[config.mk]
export PLATFORM = sky130hd
export DESIGN_NAME = fir_inv_4tap
export DESIGN_NICKNAME = d
export VERILOG_FILES = /design/src/rtl/fir_4tap_pkg.sv /design/src/rtl/fir_inv_sat.sv /design/src/rtl/fir_inv_4tap.sv
export SDC_FILE = /design/constraint.sdc
export NUM_CORES = 1
export LEC_CHECK = 0
export ABC_CLOCK_PERIOD_IN_PS = 16400
export CORE_UTILIZATION = 55
export CTS_CLUSTER_DIAMETER = 100
export DETAILED_ROUTE_END_ITERATION = 16
export DONT_BUFFER_PORTS = 1
export GPL_TIMING_DRIVEN = 1
export PLACE_DENSITY = 0.7
export SLEW_MARGIN = 20
export SYNTH_ARGS = -nofsm -noshare
export SYNTH_HDL_FRONTEND = slang
export SYNTH_SLANG_ARGS = --single-unit
[constraint.sdc]
create_clock -name Clk -period 16.4 [get_ports Clk]
set_input_delay 1.64 -clock Clk [delete_from_list [all_inputs] [get_ports Clk]]
set_output_delay 1.64 -clock Clk [all_outputs]
set_load 0.01 [all_outputs]
[src/rtl/fir_4tap_pkg.sv]
// Shared constants for the fir_2_4tap family: the forward filter taps
// y[n] = 4x[n] + 3x[n-1] - x[n-2] - 2x[n-3] and the default sample widths.
package fir_4tap_pkg;

    localparam int H0 = 4;
    localparam int H1 = 3;
    localparam int H2 = -1;
    localparam int H3 = -2;

    // H0 is a power of two, so dividing by it is an arithmetic right shift
    localparam int H0_SH = $clog2(H0);

    localparam int XW_DEF = 8;
    localparam int YW_DEF = 16;

endpackage

[src/rtl/fir_inv_sat.sv]
// Combinational core of the inverse filter: residue, floor division by H0,
// remainder detection and saturation to the XW-bit output range.
module fir_inv_sat
    import fir_4tap_pkg::*;
#(
    parameter int XW = XW_DEF,
    parameter int YW = YW_DEF
) (
    input  logic [YW-1:0] yin,
    input  logic [XW-1:0] x1,
    input  logic [XW-1:0] x2,
    input  logic [XW-1:0] x3,
    output logic [XW-1:0] q,
    output logic          inexact,
    output logic          sat
);

    // Three guard bits cover the 3*x1 + x2 + 2*x3 correction without overflow
    localparam int RW = YW + 3;

    localparam logic signed [RW-1:0] C1   = RW'(H1);
    localparam logic signed [RW-1:0] C2   = RW'(H2);
    localparam logic signed [RW-1:0] C3   = RW'(H3);
    localparam logic signed [RW-1:0] XMAX = (RW'(1) <<< (XW - 1)) - RW'(1);
    localparam logic signed [RW-1:0] XMIN = ~XMAX;

    // Returns {saturated_flag, clamped_value}
    function automatic logic [XW:0] saturate(input logic signed [RW-1:0] v);
        if (v > XMAX)
            return {1'b1, XMAX[XW-1:0]};
        else if (v < XMIN)
            return {1'b1, XMIN[XW-1:0]};
        else
            return {1'b0, v[XW-1:0]};
    endfunction

    logic signed [RW-1:0] r;
    logic signed [RW-1:0] qf;
    logic        [XW:0]   sat_res;

    always_comb begin
        r = RW'($signed(yin))
          - C1 * RW'($signed(x1))
          - C2 * RW'($signed(x2))
          - C3 * RW'($signed(x3));
        qf      = r >>> H0_SH;
        sat_res = saturate(qf);
    end

    assign q       = sat_res[XW-1:0];
    assign sat     = sat_res[XW];
    assign inexact = |r[H0_SH-1:0];

endmodule

[src/rtl/fir_inv_4tap.sv]
// Inverse of the fixed 4-tap forward filter: recovers x[n] from y[n] with
// one cycle of latency behind a single-register valid/ready output stage.
module fir_inv_4tap
    import fir_4tap_pkg::*;
#(
    parameter int XW = XW_DEF,
    parameter int YW = YW_DEF
) (
    input  logic          Clk,
    input  logic          Rst_n,
    input  logic          Clr,
    input  logic [YW-1:0] Yin,
    input  logic          Yin_valid,
    output logic          Yin_ready,
    output logic [XW-1:0] Xout,
    output logic          Xout_valid,
    input  logic          Xout_ready,
    output logic          Err
);

    logic signed [XW-1:0] x1;
    logic signed [XW-1:0] x2;
    logic signed [XW-1:0] x3;
    logic                 vld_p1;
    logic                 err_p1;
    logic        [XW-1:0] q_p0;
    logic                 inexact_p0;
    logic                 sat_p0;
    logic                 accept;

    assign Yin_ready = !vld_p1 || Xout_ready;
    assign accept    = Yin_valid && Yin_ready;

    fir_inv_sat #(
        .XW (XW),
        .YW (YW)
    ) u_sat (
        .yin     (Yin),
        .x1      (x1),
        .x2      (x2),
        .x3      (x3),
        .q       (q_p0),
        .inexact (inexact_p0),
        .sat     (sat_p0)
    );

    // p0 -> p1: x1 doubles as the output register since both always hold the newest q
    always_ff @(posedge Clk or negedge Rst_n) begin
        if (!Rst_n) begin
            x1     <= '0;
            x2     <= '0;
            x3     <= '0;
            vld_p1 <= 1'b0;
            err_p1 <= 1'b0;
        end else if (Clr) begin
            x1     <= '0;
            x2     <= '0;
            x3     <= '0;
            vld_p1 <= 1'b0;
            err_p1 <= 1'b0;
        end else if (accept) begin
            x3     <= x2;
            x2     <= x1;
            x1     <= $signed(q_p0);
            vld_p1 <= 1'b1;
            if (inexact_p0 || sat_p0)
                err_p1 <= 1'b1;
        end else if (Xout_ready) begin
            vld_p1 <= 1'b0;
        end
    end

    assign Xout       = x1;
    assign Xout_valid = vld_p1;
    assign Err        = err_p1;

endmodule

* Word level (Yosys, flattened, before mapping)
Cells that the tools add are included.
** Storage, ports and cells
- Flip-flop bits (word level) :: 26
- Input bits :: 21
- Output and inout port bits :: 11
- Word-level logic and storage cells :: 36
** Cells by class
- Add/sub/neg operators :: 5
- Multipliers :: 1
- Order comparisons :: 2
- Multiplexer cells :: 14
- Reductions and logical operators :: 9
** Operator list (count)
- $mux W8 :: 6
- $sub A19 B19 Y19 :: 2
- $neg A8 Y19 :: 1
- $mux W9 :: 2
- $neg A8 Y18 :: 1
- $gt A17 B8 Y1 const B :: 1
- $lt A17 B8 Y1 const B :: 1
- $sub A16 B11 Y17 :: 1
- $mul A3 B8 Y11 const A :: 1
- $mux W1 :: 6
- $reduce_bool A2 Y1 :: 2
- $reduce_bool A3 Y1 :: 1
- $logic_or A1 B1 Y1 :: 2
- $reduce_and A2 Y1 :: 1
- $reduce_or A2 Y1 :: 1
- $logic_and A1 B1 Y1 :: 1
- $logic_not A1 Y1 :: 1

* Depth between registers and ports, before layout
Gate-level depths: netlist (run 1).
- Depth in word-level cells :: 11
- Mapped depth :: 27
- Mapped depth without buffers :: 26

* Modules after synthesis
Synthesis (run 1) repeated with hierarchy kept, for this count alone.
** Unflattened totals
- Cell total of the unflattened synthesis :: 423
- Area total of the unflattened synthesis :: 3852.4 µm²
** By module, submodules not included
- fir_inv_sat :: times used 1, cells an instance 326, area each 2682.6 µm², seq. area each 0.0 µm²
- fir_inv_4tap :: times used 1, cells an instance 97, area each 1169.9 µm², seq. area each 650.6 µm²

* Worst setup path after synthesis (run 1)
No wires, ideal clock.
- Kind :: input to register
- From :: in Yin[2]
- To :: reg x1[0], in the netlist Xout[0]
- Setup time :: 67 ps
- Arrival time :: 7000 ps
- Data required time :: 16333 ps
- Path slack :: 9333 ps
- Stages on the path :: 26
- Path buffers :: 1
- Cell sequence :: inv_1 > ha_1 > inv_1 > fa_1 > ha_1 > o21a_1 > o21a_1 > o21ai_0 > a21boi_0 > o21ai_0 > nand2_1 > a21o_1 > a2111oi_0 > nor3_1 > fa_1 > ha_1 > buf_2 > a21oi_2 > o21ai_0 > a211oi_1 > a21oi_1 > or2_4 > o311ai_4 > xor2_2 > nor4_2 > a221o_1
** Between the ends
- Cells in the longest elaborated chain, start to end :: 8
- Elaborated cells between the ends (all ways) :: 9
- Those cells by class :: add/sub (3); order compare (2); mux (4)
** Ends and longest elaborated chain
- start: declaration :: line fir_inv_4tap.sv:12 : input logic [YW-1:0] Yin,
- $sub A16 B11 Y17 * :: line fir_inv_sat.sv:43 : - C1 * RW'($signed(x1))
- $sub A19 B19 Y19 * :: line fir_inv_sat.sv:44 : - C2 * RW'($signed(x2))
- $sub A19 B19 Y19 * :: line fir_inv_sat.sv:45 : - C3 * RW'($signed(x3));
- $lt A17 B8 Y1 :: line fir_inv_sat.sv:31 : else if (v < XMIN)
- $mux W9 :: line fir_inv_sat.sv:31
- $mux W9 * :: line fir_inv_sat.sv:29 : if (v > XMAX)
- $mux W8 * :: line fir_inv_4tap.sv:61 : end else if (accept) begin
- $mux W8 * :: line fir_inv_4tap.sv:55 : end else if (Clr) begin
- end signal: assignment :: line fir_inv_4tap.sv:64 : x1 <= $signed(q_p0);
- end: declaration :: line fir_inv_4tap.sv:21 : logic signed [XW-1:0] x1;
Mark *: on every way between the ends. The rest lies on a longest branch, timed or not. The select of a mux whose other input is x is not followed.
A chain may end at the register's enable or synchronous reset.

* Worst setup path after layout (run 1)
- From :: in Yin[2]
- To :: reg x1[5], in the netlist Xout[5]
Same word-level chain as after synthesis.

==> run metrics, run 1 <==
Synth Instances 446; post-route cell area 0.00406 mm^2; io pins 32; Max Root-Sink Buffers 2; Setup WS pre-CTS 8.71 ns; PortBufs 0; worst-skew pair later-pin latency 0.27 ns; EDFF count, synth 0; Synth top area share 0.179; total of max-cap violations 0; FMAX 134 MHz; # hold bufs at CTS 0; grt ovf 0; Clock transition at path regs 0.09 ns; worst slew pin tran 1.11 ns; Worst EP required 16.61 ns; #FFs+latches synth 26; total CTS buffers 3; DP Area 0.00400 mm^2; Filler cells 604; final hold slack 0.548 ns; Setup-failing EPs final 0; final hold violation count 0; # H-tree levels 1; RSZ-0062 raised after global routing false; cell area after synthesis 0.00392 mm^2; number of remaining DRC errors 0; WP data arrival 7.68 ns; layout cells sized above 1 0.0590; Slew Viols, Final 0; core area 0.00683 mm^2; Avg WL per Cell 15.0 um; Synth area leader ha_1; pin count of the biggest net entering global routing 27; Period minus WS final 7.47 ns; Setup crit start kind input port; first-pass GRT wire length 14,000 um; async set-reset flop share out of synthesis 1.00; Initial Utilization 0.574; hold path cells 1; distinct cell type count after synthesis 64; WS Path Type input port to flip-flop; Worst setup EP type flip-flop; Slew HR 0.257; vias in the first global route 3,122; Sum Neg Setup Slack 0 ns; CTS Root Cell clkbuf_8; router iterations before antenna repair 4; post-CTS sizing 0; Synthesis Warnings 0; critical-path maximum fanout 7; cells on worst reg2reg path 24; initial antenna violation count 0; final wirelength 8040 um; top cells by area, synth ha_1 (18%), dfrtp_1 (17%), fa_1 (12%); TritonCTS clock tree built; GRT Util Overall 0.235; setup ws final 8.93 ns; DR vias/cell 5.80; status finished clean; period utilization 0.455; syn avg cell area 8.79 um^2; final RePlAce weighted congestion 0.888; CTS Sinks 26; Hold Path Class flip-flop to flip-flop; cell row count 30; First DRT Iteration DRCs 148; Seq/Total Area, Yosys 0.166; Final Skew 0.00377 ns; Area Overhead vs Synth 3.51%; Synthesized Nets 546; post-detail-place hpwl 6640 um; die width 86.4 um; diode count 0; Post-synth top flop dfrtp_1; nets 542; Final ANT Viol Nets 0; Post-CTS Setup Inserts 0; die area 0.00747 mm^2; Vias 3,116; die extent in y 86.4 um
[layout make-up]
type	instances	area [um^2]	share of cell area
multi-input cells	345	2980	0.735
flip-flops and latches	26	651	0.160
inverters	65	244	0.0601
well taps	96	120	0.0296
clock buffers	4	55.1	0.0136
repair buffers	1	7.51	0.00185
[path summary, 6_finish.rpt]
kind	startpoint	to	slack [ns]
min in group asynchronous	Rst_n	x3[3]	1.05
hold reg to reg	x2[0]	x3[0]	0.55
setup / recovery	Yin[2]	Xout[5]	8.93
hold / removal	x2[0]	x3[0]	0.55
max in group asynchronous	Rst_n	Xout[6]	15.27
setup reg to reg	Xout[0]	Xout[5]	9.68
[metrics by stage]
stage	cells	util
after floorplan	446	-
after global placement	533	0.586
after detailed placement	533	0.586
after CTS	537	0.594
after global routing	537	0.594
final	537	0.594
[per-layer routing]
layer,global-route usage,vias up,wire (um)
met5,0,-,0
met4,0.0545,0,126
met3,0.0171,10,168
met2,0.431,57,3970
met1,0.302,1487,3770
li1,-,1562,-
[cells in the final DEF (no fill, tap or decap), types with 3 or more instances in the layout]
master,instances
a21o_1,11
a21oi_1,26
a21oi_2,4
a221o_1,8
a22o_1,16
and3_1,4
clkbuf_8,4
dfrtp_1,26
fa_1,23
ha_1,56
inv_1,65
mux2i_1,4
nand2_1,24
nand2b_1,8
nand3_1,6
nand4_1,3
nor2_1,24
nor2b_1,6
nor3_1,11
nor3b_1,3
o211ai_1,5
o21a_1,6
o21ai_0,17
xnor2_1,21
xor2_1,13
[registers in the layout (all words and copies together) (netlist names)]
name,flops
Xout,8
x2,8
x3,8
Err,1
Xout_valid,1
[critical path, stage by stage]
cell	delay, ns
inv_1	0.12
ha_1	0.18
inv_1	0.05
fa_1	0.46
ha_1	0.30
o21a_1	0.11
o21a_1	0.20
o21ai_0	0.17
a21boi_0	0.12
o21ai_0	0.32
nand2_1	0.16
a21o_1	0.22
a2111oi_0	0.41
nor3_1	0.13
fa_1	0.45
ha_1	0.40
a21oi_2	0.16
o21ai_0	0.09
a211oi_1	0.37
a21oi_1	0.15
or2_4	0.25
o311ai_4	0.30
xor2_2	0.15
nor4_2	0.58
a221o_1	0.20
[synthesized netlist by cell type (3+ instances only)]
master and instances:
o21ai_0 17, inv_1 65, a21oi_1 27, nor2b_1 6
nor3_1 11, nand2b_1 8, nand4_1 3, clkbuf_1 5
a22o_1 16, o21a_1 6, nand2_1 24, a221o_1 8
nand3_1 6, a21o_1 11, buf_2 3, ha_1 56
nor3b_1 3, o211ai_1 5, dfrtp_1 26, mux2i_1 4
fa_1 23, and3_1 4, nor2_1 24, a21oi_2 3
xnor2_1 21, xor2_1 13
[cells by family after synthesis]
| group | after synthesis | share of synthesized area |
|---|---|---|
| AO/OA/AOI/OAI | 122 | 0.232 |
| XOR/XNOR | 35 | 0.0801 |
| adder cells (fa/ha/maj) | 79 | 0.296 |
| buffers and inverters | 75 | 0.0747 |
| flip-flops | 26 | 0.166 |
| multiplexers | 4 | 0.0102 |
| AND/OR/NAND/NOR | 105 | 0.141 |
Power of run 1 is left out: the tool's default activity adds up to more than one toggle a clock period on the data nets, which glitch-free logic cannot reach.
==> run 2: changes to the inputs <==
--- a/config.mk
+++ b/config.mk
@@ -5,7 +5,7 @@
 export SDC_FILE = /design/constraint.sdc
 export NUM_CORES = 1
 export LEC_CHECK = 0
-export ABC_CLOCK_PERIOD_IN_PS = 16400
+export ABC_CLOCK_PERIOD_IN_PS = 7250
 export CORE_UTILIZATION = 55
 export CTS_CLUSTER_DIAMETER = 100
 export DETAILED_ROUTE_END_ITERATION = 16
==> constraint.sdc (replaced) <==
create_clock -name Clk -period 7.25 [get_ports Clk]
set_input_delay 0.725 -clock Clk [delete_from_list [all_inputs] [get_ports Clk]]
set_output_delay 0.725 -clock Clk [all_outputs]
set_load 0.01 [all_outputs]
==> run metrics, run 2 (same netlist as run 1, synthesis figures left out) <==
core area 0.00683 mm^2 (unchanged); worst-skew pair later-pin latency 0.28 ns (about the same); Final ANT Viol Nets 0 (unchanged); final hold slack 0.130 ns (-0.417 ns); vias in the first global route 3,125 (+0.096%); total CTS buffers 3 (unchanged); WP data arrival 7.07 ns (-0.61 ns); DR vias/cell 5.84 (+0.68%); most common cell after layout, fill and taps aside inv_1; WS Path Type flip-flop to flip-flop; cell row count 30 (unchanged); Hold Path Class input port to asynchronous set/reset pin; die area 0.00747 mm^2 (unchanged); number of remaining DRC errors 0 (unchanged); critical-path maximum fanout 8 (+1); status finished clean; router iterations before antenna repair 4 (unchanged); Final Skew 0.00302 ns (-0.000749 ns); final RePlAce weighted congestion 0.883 (-0.59%); DP Area 0.00401 mm^2 (+0.19%); die extent in y 86.4 um (unchanged); post-route cell area 0.00407 mm^2 (+0.37%); Vias 3,143 (+0.87%); diode count 0 (unchanged); post-detail-place hpwl 6950 um (+4.7%); Avg WL per Cell 15.5 um (+3.4%); total of max-cap violations 0 (unchanged); grt ovf 0 (unchanged); CTS Sinks 26 (unchanged); Max Root-Sink Buffers 2 (unchanged); Sum Neg Setup Slack 0 ns (unchanged); Slew Viols, Final 0 (unchanged); r2r startpoint Xout[0]; GRT Util Overall 0.241 (+0.00561); first-pass GRT wire length 14,300 um (+1.7%); Setup-failing EPs final 0 (unchanged); Area Overhead vs Synth 3.89%; PortBufs 0 (unchanged); Initial Utilization 0.574 (unchanged); io pins 32 (unchanged); commonest cells after routing, fill and taps aside inv_1 (65), ha_1 (56), dfrtp_1 (26), a21oi_1 (26); First DRT Iteration DRCs 112 (-24%); Worst EP required 7.47 ns (-9.14 ns); period utilization 0.945; post-CTS sizing 0 (unchanged); FMAX 146 MHz; nets 543 (+0.18%); final wirelength 8330 um (+3.6%); layout cells sized above 1 0.0611 (+0.00213); TritonCTS clock tree built; Slew HR 0.459 (+0.201); worst slew pin tran 0.812 ns (-0.302 ns); initial antenna violation count 0 (unchanged); Worst setup EP type flip-flop; Period minus WS final 6.85 ns; # hold bufs at CTS 0 (unchanged); Clock transition at path regs 0.09 ns (about the same); CP startpoint Xout[0]; Setup crit start kind flip-flop; Post-CTS Setup Inserts 0 (unchanged); # H-tree levels 1 (unchanged); die width 86.4 um (unchanged); pin count of the biggest net entering global routing 27 (unchanged); final hold violation count 0 (unchanged); RSZ-0062 raised after global routing false; CTS Root Cell clkbuf_8
## run 2: cell type report
cell class                 count  area [um^2]
clock buffer                   4         55.1
fill                         611         2760
inverter                      65          244
multi-input combinational    345         2990
sequential                    26          651
tap                           96          120
timing repair buffer           2         15.0
## run 2: critical path: stages, from the launching register on
cell       delay (ns)
dfrtp_1          0.54
inv_1            0.08
ha_1             0.32
fa_1             0.48
ha_1             0.31
o21a_1           0.11
o21a_1           0.20
o21ai_0          0.18
a21boi_0         0.12
o21ai_0          0.31
nand2_1          0.16
a21o_1           0.22
a2111oi_0        0.45
nor3_1           0.13
fa_1             0.47
ha_1             0.42
a21oi_2          0.18
o21ai_0          0.09
a211oi_1         0.37
a21oi_1          0.15
or2_4            0.25
o311ai_4         0.30
xor2_2           0.16
nor4_2           0.58
a221o_1          0.20
## run 2: final timing paths
path | cells after the start | end | slack, ns
max in group asynchronous | 0 | Xout[2] | 7.04
hold / removal | 0 | x3[4] | 0.13
setup reg to reg | 24 | Xout[0] | 0.40
min in group Clk | 1 | Xout_valid | 0.50
hold reg to reg | 1 | x3[0] | 0.54
setup / recovery | 24 | Xout[0] | 0.40
## run 2: per-layer routing
layer / vias up / share of wire / global-route usage
met1: 1508 / 0.45 / 0.296
met5: - / 0 / 0
met2: 59 / 0.51 / 0.453
met4: 0 / 0.016 / 0.0652
li1: 1563 / - / -
met3: 13 / 0.023 / 0.0171
## run 2: through the flow
stage          std cells  worst slack [ns]  utilization
4_1_cts              538             0.498        0.595
3_5_place_dp         534             0.422        0.587
6_report             538             0.399        0.596
5_1_grt              538            0.0525        0.596
3_3_place_gp         534             0.620        0.587
2_1_floorplan        446              1.10            -
Power of run 2 is left out for the same reason.
